[config.mk]
export PLATFORM = sky130hd
export DESIGN_NAME = fetch_queue
export DESIGN_NICKNAME = d
export VERILOG_FILES = /design/src/rtl/fetch_queue.sv
export SDC_FILE = /design/constraint.sdc
export NUM_CORES = 1
export LEC_CHECK = 0
export CAP_MARGIN = 20
export CORE_ASPECT_RATIO = 0.7
export CORE_MARGIN = 10
export CORE_UTILIZATION = 41
export DETAILED_ROUTE_END_ITERATION = 8
export HOLD_SLACK_MARGIN = 0.15
export PLACE_DENSITY = 0.71
export RECOVER_POWER = 50
export SYNTH_ARGS = -nofsm -noshare
export SYNTH_HDL_FRONTEND = slang
export SYNTH_SLANG_ARGS = --single-unit
[constraint.sdc]
create_clock -name clk -period 3.9 [get_ports clk]
set_clock_uncertainty 0.05 [all_clocks]
set_input_delay 0.585 -clock clk [delete_from_list [all_inputs] [get_ports clk]]
set_output_delay 0.585 -clock clk [all_outputs]
set_load 0.005 [all_outputs]
[src/rtl/fetch_queue.sv]
// Fetch stage: owns the fetch PC, masters the instruction bus with at most one
// request outstanding, and buffers fetched instructions for decode in a FIFO.
module fetch_queue #(
  parameter int              XLEN     = 64,
  parameter int              ILEN     = 32,
  parameter int              DEPTH    = 4,
  parameter logic [XLEN-1:0] RESET_PC = 64'h8000_0000
) (
  input  logic                   clk,
  input  logic                   reset,
  input  logic                   redirect_valid,
  input  logic [XLEN-1:0]        redirect_pc,
  output logic                   ireq_valid,
  output logic [XLEN-1:0]        ireq_addr,
  input  logic                   ireq_ack,
  input  logic                   iresp_valid,
  input  logic [ILEN-1:0]        iresp_data,
  output logic                   out_valid,
  output logic [XLEN-1:0]        out_pc,
  output logic [ILEN-1:0]        out_instr,
  input  logic                   out_ready,
  output logic [$clog2(DEPTH):0] count
);
  localparam int PW = $clog2(DEPTH);
  localparam int CW = PW + 1;
  localparam logic [CW-1:0] FULL = CW'(DEPTH);

  typedef enum logic [1:0] {S_IDLE, S_REQ, S_WAIT, S_DROP} state_t;

  state_t          state_q, state_d;
  logic [XLEN-1:0] fetch_pc_q, fetch_pc_d;
  logic [XLEN-1:0] req_addr_q, req_addr_d;
  logic            drop_pending_q, drop_pending_d;
  logic [PW-1:0]   head_q, head_d, tail_q, tail_d;
  logic [CW-1:0]   count_q, count_d;
  logic [XLEN-1:0] redirect_target;
  logic            push, pop;

  logic [XLEN-1:0] mem_pc    [DEPTH];
  logic [ILEN-1:0] mem_instr [DEPTH];

  assign redirect_target = redirect_pc & ~XLEN'(3);
  // A redirect kills both the response landing this cycle and any pop by decode.
  assign push = (state_q == S_WAIT) && iresp_valid && !redirect_valid;
  assign pop  = (count_q != '0) && out_ready && !redirect_valid;

  always_comb begin
    head_d  = head_q;
    tail_d  = tail_q;
    count_d = count_q;
    if (redirect_valid) begin
      head_d  = '0;
      tail_d  = '0;
      count_d = '0;
    end else begin
      if (push) tail_d = tail_q + 1'b1;
      if (pop)  head_d = head_q + 1'b1;
      if (push && !pop)      count_d = count_q + 1'b1;
      else if (pop && !push) count_d = count_q - 1'b1;
    end
  end

  always_comb begin
    state_d        = state_q;
    fetch_pc_d     = fetch_pc_q;
    req_addr_d     = req_addr_q;
    drop_pending_d = drop_pending_q;
    case (state_q)
      S_IDLE: begin
        if (redirect_valid) begin
          fetch_pc_d = redirect_target;
        end else if (count_q < FULL) begin
          state_d    = S_REQ;
          req_addr_d = fetch_pc_q;
        end
      end
      S_REQ: begin
        // The bus cannot take back a presented request, so a redirect here
        // only marks the eventual response for dropping.
        if (redirect_valid) fetch_pc_d = redirect_target;
        if (ireq_ack) begin
          drop_pending_d = 1'b0;
          if (redirect_valid || drop_pending_q) begin
            state_d = S_DROP;
          end else begin
            state_d    = S_WAIT;
            fetch_pc_d = fetch_pc_q + XLEN'(4);
          end
        end else if (redirect_valid) begin
          drop_pending_d = 1'b1;
        end
      end
      S_WAIT: begin
        if (redirect_valid) begin
          fetch_pc_d = redirect_target;
          state_d    = iresp_valid ? S_IDLE : S_DROP;
        end else if (iresp_valid) begin
          if (count_d < FULL) begin
            state_d    = S_REQ;
            req_addr_d = fetch_pc_q;
          end else begin
            state_d = S_IDLE;
          end
        end
      end
      S_DROP: begin
        if (redirect_valid) fetch_pc_d = redirect_target;
        if (iresp_valid)    state_d    = S_IDLE;
      end
      default: state_d = S_IDLE;
    endcase
  end

  always_ff @(posedge clk) begin
    if (reset) begin
      state_q        <= S_IDLE;
      fetch_pc_q     <= RESET_PC;
      req_addr_q     <= RESET_PC;
      drop_pending_q <= 1'b0;
      head_q         <= '0;
      tail_q         <= '0;
      count_q        <= '0;
    end else begin
      state_q        <= state_d;
      fetch_pc_q     <= fetch_pc_d;
      req_addr_q     <= req_addr_d;
      drop_pending_q <= drop_pending_d;
      head_q         <= head_d;
      tail_q         <= tail_d;
      count_q        <= count_d;
    end
  end

  always_ff @(posedge clk) begin
    if (push) begin
      mem_pc[tail_q]    <= req_addr_q;
      mem_instr[tail_q] <= iresp_data;
    end
  end

  assign ireq_valid = (state_q == S_REQ);
  assign ireq_addr  = req_addr_q;
  assign out_valid  = (count_q != '0);
  assign out_pc     = out_valid ? mem_pc[head_q]    : '0;
  assign out_instr  = out_valid ? mem_instr[head_q] : '0;
  assign count      = count_q;

`ifndef SYNTHESIS
  always_ff @(posedge clk) begin
    if (!reset) begin
      assert (!(iresp_valid && (state_q == S_IDLE || state_q == S_REQ)))
        else $error("iresp_valid with no request outstanding");
    end
  end
`endif
endmodule

# ---- After elaboration in Yosys (flattened, before gate mapping)
# Memories as Yosys holds them, arrays and structs flattened. A register that Yosys moved wholly into a read port is not among the register bits.
# Cells that the tools add are included.
dict set report totals {
  register_bits 138
  ramBits 384
  output_inout_bits 165
  mem_count 2
}
# memory words word_bits rd rd_ports_with_merged_regs write_ports line
set mem_list {}
lappend mem_list {mem_pc 4 64 1 1 1 39} ;# logic [XLEN-1:0] mem_pc [DEPTH];
lappend mem_list {mem_instr 4 32 1 1 1 40} ;# logic [ILEN-1:0] mem_instr [DEPTH];
dict set report classes {
  n_addsub 5
  n_lt_le_gt_ge 2
  eq_ne 11
  mux 33
  reduce_logical 19
}
# cell count
set ops {}
lappend ops {{$mux W64} 9}
lappend ops {{$pmux W64 S2} 2}
lappend ops {{$add A64 B3 Y64 const B} 1}
lappend ops {{$mux W32} 1}
lappend ops {{$mux W2} 11}
lappend ops {{$ne A2 B2 Y1 const B} 5}
lappend ops {{$mux W3} 3}
lappend ops {{$pmux W2 S4} 1}
lappend ops {{$logic_and A1 B1 Y1} 6}
lappend ops {{$lt A3 B3 Y1 const B} 2}
lappend ops {{$mux W1} 6}
lappend ops {{$reduce_and A6 Y1} 1}
lappend ops {{$reduce_and A5 Y1} 1}
lappend ops {{$add A2 B1 Y2 const B} 2}
lappend ops {{$eq A2 B2 Y1 const B} 2}
lappend ops {{$ne A2 B1 Y1 const B} 2}
lappend ops {{$reduce_bool A2 Y1} 2}
lappend ops {{$add A3 B1 Y3 const B} 1}
lappend ops {{$logic_not A1 Y1} 3}
lappend ops {{$ne A3 B3 Y1 const B} 1}
lappend ops {{$reduce_bool A3 Y1} 1}
lappend ops {{$reduce_or A3 Y1} 1}
lappend ops {{$sub A3 B1 Y3 const B} 1}
lappend ops {{$eq A2 B1 Y1 const B} 1}
lappend ops {{4 further kinds} 4}

# ---- Logic depth before layout (Yosys ltp)
# Gate-level depths: netlist of the first run.
dict set report depth {
  ltp_word 13
  ltp_mapped 15
  mapped_depth_nobuf 11
}

# ---- Worst setup path before layout of the first run
# OpenSTA, ideal clock, no wires.
dict set report synth_timing {
  path_kind {input to register}
  startpoint {input redirect_valid}
  endpoint {memory mem_instr[1][0], enable pin}
  setup_ns 0.466
  arrival_ns 3.379
  path_slack_ns 0.006
  cell_stages 3
  path_cell_list {clkbuf_1 -> nor3_2 -> and2_1}
}
dict set report synth_between {
  elab_chain_cells 4
}
# element line
set synth_lines {}
lappend synth_lines {{start, declared} 11} ;# input logic redirect_valid,
lappend synth_lines {{$logic_not A1 Y1} 44} ;# assign push = (state_q == S_WAIT) && iresp_valid && !redirect_valid;
lappend synth_lines {{$logic_and A1 B1 Y1} 44}
lappend synth_lines {{net push} 37} ;# logic push, pop;
lappend synth_lines {{$mux W1} 135} ;# if (push) begin
lappend synth_lines {{$mux W1 (implied by the code)} 137} ;# mem_instr[tail_q] <= iresp_data;
lappend synth_lines {{end, declared} 40}
# The timed path passes the listed nets, and every way through them passes these cells.

# ---- Final worst setup path of the first run
dict set report layout_timing {
  startpoint {register count_q[0] (netlist: count[0])}
  endpoint {output out_pc[36]}
}
dict set report layout_between {
  elab_chain_cells 2
}
# element line
set layout_lines {}
lappend layout_lines {{start, declared} 35} ;# logic [CW-1:0] count_q, count_d;
lappend layout_lines {{start signal, assigned} 130} ;# count_q <= count_d;
lappend layout_lines {{$reduce_bool A3 Y1} 143} ;# assign out_valid = (count_q != '0);
lappend layout_lines {{$mux W64} 144} ;# assign out_pc = out_valid ? mem_pc[head_q] : '0;
lappend layout_lines {{end, declared} 19} ;# output logic [XLEN-1:0] out_pc,
# Every way passes these cells.

==> impl_metrics.csv, run 1 <==
group,metric,value,unit
detailed_routing,vias,13500,
pwr,p_clk_share,42.3,%
placement,routabilityCongestion,0.845,
worst_setup_path,path_buf_inv,3,
sta,hold_viol,0,
worst_setup_path,cp_num_cells,6,
worst_setup_path,cp_max_fo,97,
worst_setup_path,worst_r2r_endpoint,"mem_instr[2][4]",
worst_setup_path,regToRegSetupSlack,0.36,ns
clock_tree,cts_root_buf,"clkbuf_16",
clock_tree,clock_path_buffers,3,
yosys,yosysSeqAreaShare,66.2,%
detailed_routing,drt-initial-drc-count,1263,
final_layout,regArea,14300,um^2
sta,fin_crit,3.72,ns
die,initial_core_util,41.5,%
die,die_h,212,um
yosys,synth_common_cells,"edfxtp_1 (384), nand2_1 (191), dfxtp_1 (140)",
clock_tree,post_cts_buffers,0,
worst_setup_path,criticalPathCategory,"flop to output pin",
yosys,synth_nets,1588,
worst_setup_path,worstReg2RegStart,"state_q[1]",
die,core,52200,um^2
yosys,ys_seq_elements,524,
placement,dp_cells,2367,
global_route,first_global_vias,13500,
worst_setup_path,crit_path_end_kind,"output pin",
yosys,yosys.area.top_type,"edfxtp_1",
yosys,yosys-top-cells-area,"edfxtp_1 (53%), dfxtp_1 (13%), mux4_2 (10%)",
clock_tree,clock_sinks,524,
sta,slew_viol_final,90,
die,die_area,62600,um^2
global_route,grt_pass1_wl,84400,um
sta,finalSetupViolations,0,
global_route,antenna_found_initial,7,
pwr,finalPower,11.6,mW
final_layout,drive_gt1_share,13.3,%
worst_setup_path,critical-path-top-delay-family,"buffers and inverters",
yosys,synth_ff_type,"edfxtp_1",
yosys,netlist_area,21700,um^2
worst_setup_path,endpoint,"out_pc[36]",
clock_tree,ctsResizeCount,0,
placement,dp_hpwl,36900,um
sta,setup_tns,0,ns
yosys,post_synth_num_cell_types,76,
worst_setup_path,worstSetupStartpoint,"count[0]",
clock_tree,clk_pin_slew,0.06,ns
worst_setup_path,cp.required,3.26,ns
global_route,groute.usage.overall,17.5,%
final_layout,fin_cells,2469,
sta,fin_crit_sh,95.4,%
clock_tree,cts_tree,"built",
die,die_x,295,um
worst_setup_path,worst_path_max_delay_cell,"buf_4",
final_layout,fill_cells,4350,
die,rows,70,
clock_tree,worstSkewPairLatency,0.60,ns
sta,max_clock_freq,269,MHz
worst_setup_path,r2r_cells,4,
clock_tree,h-tree-depth,2,
detailed_routing,vias_per_cell,5.46,
hold_path,hp-class,"input port to flop",
yosys,ys_warn_count,0,
yosys,synth_edf_count,384,
pwr,comb_power_share,4.6,%
global_route,grt_start_max_net_pins,114,
detailed_routing,wl_per_cell,22.5,um
yosys,yosysTopAreaCellShare,53.2,%
die,io_pins,267,
clock_tree,numCtsBuffers,53,
worst_setup_path,crit_arrival,3.08,ns
detailed_routing,drtPass1Iterations,6,
clock_tree,postCtsHoldBufs,0,
final_layout,nets,1850,
placement,post_dp_cell_area,25200,um^2
yosys,synth_most_common_cell,"edfxtp_1",
final_layout,design_area,26900,um^2
final_layout,multi_input_area,6890,um^2
final_layout,postLayoutCoreUtil,51.5,%
worst_setup_path,path_cells,"inv_1, ha_1, nand2b_4, buf_4, and2_1, clkdlybuf4s50_1",
sta,rsz0062_at_grt,"no",
worst_setup_path,critPathLaunchType,"flop",
detailed_routing,drc,0,
status,violations,"max-capacitance violations, max-slew violations",
pwr,p_sw,2.51,mW
global_route,grt_overflow_total,0,
final_layout,syn_to_final_growth,24.2,%
pwr,sequentialPowerShare,53.1,%
detailed_routing,routed_wirelength,55500,um
detailed_routing,drtAntennaViolNets,0,
job,cap_viol_max_count,2,
placement,port_buffers,264,
yosys,syn_area_per_cell,14.7,um^2
pwr,intPower,9.13,mW
pwr,irDropWorstVdd,0.000308,V
sta,slew_headroom,-8.28,%
status,status,"complete, but fails checks",
pwr,power.leakage,8.94,nW
yosys,synthArstFlopShare,0,%
pwr,switching_share,21.5,%
pwr,power_density,433,nW/um^2
yosys,netlist_instances,1476,
sta,worst_pin_slew,1.62,ns
worst_setup_path,cpPeakStageDelay,0.74,ns
registers in the layout, summed over array words and instances (netlist names), named ones only:
signal and cells:
drop_pending_q 1, tail_q 2, head_q 2, fetch_pc_q 64, count 3, ireq_addr 64
mem_pc 256, mem_instr 128, state_q 2
kinds of logic (layout without fill, tap and decap cells):
| family | count (synthesis) | after routing | share of synthesized area (%) |
|---|---|---|---|
| muxes | 166 | 166 | 13.2 |
| buffers and inverters | 106 | 409 | 2.05 |
| adders and majority gates | 10 | 10 | 0.578 |
| AOI/OAI and AO/OA | 129 | 129 | 4.30 |
| DFF | 524 | 524 | 66.2 |
| other | 0 | 6 | 0 |
| xor gates and xnor gates | 26 | 26 | 1.05 |
| and+or+nand+nor | 515 | 515 | 12.6 |
power groups by stage:
stage	registers [mW]	logic (mW)	clock network [mW]
after global routing	6.20	0.579	5.28
after global placement	6.29	0.541	0
after detailed placement	6.30	0.551	0
after floorplan	6.25	0.274	0
final	6.18	0.531	4.92
after CTS	6.18	0.554	5.04
worst min-delay path by stage:
stage,start,endpoint,slack (ns),cells after the start
floorplan,fetch_pc_q[0],fetch_pc_q[0],0.38,1
global placement,fetch_pc_q[0],fetch_pc_q[0],0.39,1
detailed placement,fetch_pc_q[1],fetch_pc_q[1],0.40,1
CTS,reset,state_q[1],0.32,2
global route,reset,state_q[1],0.36,2
finish,reset,state_q[1],0.36,2
per-layer routing:
| layer | vias up | GRT usage [%] | part of all wire, % |
|---|---|---|---|
| met4 | 8 | 3.81 | 1.6 |
| met5 | - | 0 | 0.087 |
| met3 | 75 | 4.57 | 7.5 |
| met1 | 6805 | 25.0 | 46 |
| li1 | 6169 | - | - |
| met2 | 412 | 26.6 | 45 |
cell type report:
type,instances,area share (%)
well taps,684,3.18
repair buffers,297,11.3
clock inverters,14,0.298
multi-input cells,846,25.6
diodes,6,0.0558
clock buffers,82,5.95
flip-flops and latches,524,53.3
inverters,16,0.233
per-stage QoR:
step / hold WS [ns] / setup slack, ns
final: 0.359 / 0.181
after global routing: 0.361 / 0.0205
after CTS: 0.323 / 0.155
after detailed placement: 0.396 / 0.347
after global placement: 0.392 / 0.442
after floorplan: 0.380 / 0.00566
cell usage in the layout (no fill, tap or decap), types with 4 or more instances in the layout:
cell type        instances
a2111oi_0                4
a211oi_1                18
a21oi_1                 26
a311oi_1                 8
a31oi_1                  5
and2_1                 104
and3_1                  10
buf_12                  15
buf_4                   13
clkbuf_1                20
clkbuf_16               57
clkbuf_8                 8
clkdlybuf4s50_1        185
clkinv_1                 5
clkinv_2                 6
dfxtp_1                138
diode_2                  6
dlygate4sd3_1           77
edfxtp_1               384
ha_1                    10
inv_1                   14
mux2i_1                 69
mux4_2                  96
nand2_1                191
nand3_1                 30
nand4_1                 26
nor2_1                  65
nor3_1                  18
nor4_1                  12
o211ai_1                 9
o21a_1                  11
o21ai_0                 15
o31ai_1                  4
or3_1                    8
or4_1                    9
xnor2_1                 12
xor2_1                  14
Note: power is estimated with default switching activity, not from simulation.
==> run 2: changes to the inputs <==
Settings changed: CELL_PAD_IN_SITES_DETAIL_PLACEMENT from default to 1, CELL_PAD_IN_SITES_GLOBAL_PLACEMENT from default to 2, CORE_UTILIZATION 41 to 36, PLACE_DENSITY 0.71 to 0.83.
==> run 2 against run 1 <==
- combinational power increased by 1%
- non-clock buffer count is 1 higher
- final cell count rose by 5.1%
- first-iteration DRC count shrank 26%
- largest power group unchanged
- flip-flop and latch count did not move
- the run still ends with max-capacitance violations, max-slew violations left
==> impl_metrics.csv, run 2 (synthesis gave the netlist of run 1 again) <==
group,metric,value,unit
clock_tree,post_cts_buffers,0,
sta,finalSetupViolations,0,
worst_setup_path,critPathLaunchType,"flop",
die,die_x,313,um
final_layout,drive_gt1_share,13.3,%
worst_setup_path,criticalPathCategory,"flop to output pin",
clock_tree,cts_tree,"built",
clock_tree,postCtsHoldBufs,0,
die,initial_core_util,36.2,%
clock_tree,numCtsBuffers,53,
die,rows,75,
placement,port_buffers,264,
sta,setup_tns,0,ns
hold_path,hp-class,"input port to flop",
final_layout,final_common_cell,"edfxtp_1",
clock_tree,worstSkewPairLatency,0.61,ns
global_route,groute.usage.overall,17.1,%
job,cap_viol_max_count,2,
sta,worst_pin_slew,1.70,ns
sta,slew_viol_final,94,
final_layout,nets,1851,
clock_tree,cts_root_buf,"clkbuf_16",
pwr,finalPower,11.9,mW
placement,dp_hpwl,40400,um
pwr,irDropWorstVdd,0.000262,V
detailed_routing,vias_per_cell,5.21,
detailed_routing,drc,0,
sta,slew_headroom,-13.3,%
die,io_pins,267,
status,violations,"max-capacitance violations, max-slew violations",
final_layout,final_cell_mix,"edfxtp_1 (384), nand2_1 (191), clkdlybuf4s50_1 (187), dfxtp_1 (138), and2_1 (104)",
pwr,power.leakage,8.92,nW
sta,max_clock_freq,285,MHz
sta,hold_viol,0,
final_layout,syn_to_final_growth,25.0,%
hold_path,worstHoldPathCells,4,
die,core,59800,um^2
worst_setup_path,crit_path_end_kind,"output pin",
clock_tree,h-tree-depth,2,
final_layout,largest_register_ffs,256,
worst_setup_path,r2r_cells,4,
status,status,"complete, but fails checks",
final_layout,top_regs,"mem_pc x256, mem_instr x128",
detailed_routing,wl_per_cell,23.6,um
sta,fin_crit_sh,90.1,%
worst_setup_path,cp_max_fo,97,
worst_setup_path,cp.required,3.26,ns
die,die_h,225,um
detailed_routing,drtAntennaViolNets,0,
die,die_area,70500,um^2
global_route,grt_overflow_total,0,
sta,rsz0062_at_grt,"no",
global_route,first_global_vias,14500,
detailed_routing,drtPass1Iterations,5,
final_layout,postLayoutCoreUtil,45.3,%
global_route,antenna_found_initial,13,
final_layout,top_register,"mem_pc",
global_route,grt_pass1_wl,92700,um
pwr,power_density,438,nW/um^2
clock_tree,clk_pin_slew,0.06,ns
sta,fin_crit,3.51,ns
detailed_routing,routed_wirelength,61200,um
global_route,grt_start_max_net_pins,98,
clock_tree,clock_path_buffers,3,
detailed_routing,vias,13500,
detailed_routing,drt-initial-drc-count,933,
worst_setup_path,crit_arrival,2.88,ns
clock_tree,clock_sinks,524,
placement,routabilityCongestion,0.783,
==> run 2: changes by cell type in the layout (fill, tap and decap cells not counted), moves of 2 or more <==
| cell | before | now |
|---|---|---|
| nor4_1 | 12 | 14 |
| nor4_2 | 3 | 1 |
| clkinv_1 | 5 | 11 |
| dlygate4sd3_1 | 77 | 75 |
| bufinv_16 | 0 | 6 |
| clkbuf_8 | 8 | 0 |
| clkbuf_16 | 57 | 53 |
| clkinv_4 | 2 | 6 |
| clkbuf_1 | 20 | 14 |
| clkinvlp_4 | 0 | 2 |
| clkinv_2 | 6 | 9 |
| clkdlybuf4s50_1 | 185 | 187 |
| diode_2 | 6 | 4 |
==> run 2: critical path, stage by stage, from the launching register on <==
cell and delay, ns:
dfxtp_1 0.43, inv_1 0.11, ha_1 0.22, nand2b_2 0.08
buf_6 0.54, and2_1 0.23, clkdlybuf4s50_1 0.57
==> run 2: through the flow <==
step / instance area [um^2] / hold WS, ns / setup slack [ns] / instances
after detailed placement: 25400 / 0.412 / 0.250 / 2492
final: 27100 / 0.393 / 0.385 / 2595
after CTS: 27100 / 0.375 / 0.0616 / 2591
after global placement: 25400 / 0.395 / 0.321 / 2492
after floorplan: 21700 / 0.380 / 0.00566 / 1476
after global routing: 27100 / 0.432 / 0.132 / 2592
==> run 2: timing repair <==
action                                 4_1_cts  5_1_grt
gates resized for setup                      0        1
endpoints found under the hold margin        0        0
setup endpoints to repair                    0       32
==> run 2: layout make-up <==
| class | instances | area [um^2] |
|---|---|---|
| fill | 5999 | 32700 |
| timing repair buffer | 298 | 3060 |
| antenna | 4 | 10.0 |
| clock buffer | 62 | 1360 |
| multi-input combinational | 846 | 6860 |
| sequential | 524 | 14300 |
| tap | 808 | 1010 |
| clock inverter | 37 | 362 |
| inverter | 16 | 62.6 |
==> run 2: routing by layer <==
layer | share of wire, % | track usage, %
met1 | 46 | 23.2
met2 | 45 | 26.7
met3 | 6.9 | 4.74
met4 | 1.9 | 4.28
met5 | 0.18 | 0
==> run 2: power breakdown <==
group          leakage, nW  switching, mW  total (mW)  internal (mW)
Sequential            4.68          0.137        6.18           6.04
Combinational         3.41          0.277       0.537          0.260
Clock                0.838           2.24        5.15           2.91
==> run 2: final timing paths <==
kind | from | end | slack, ns
worst max-delay path | count[0] | out_pc[40] | 0.39
worst min-delay path | reset | fetch_pc_q[42] | 0.39
worst max register to register | state_q[1] | mem_pc[3][4] | 0.53
worst min register to register | fetch_pc_q[0] | ireq_addr[0] | 0.42
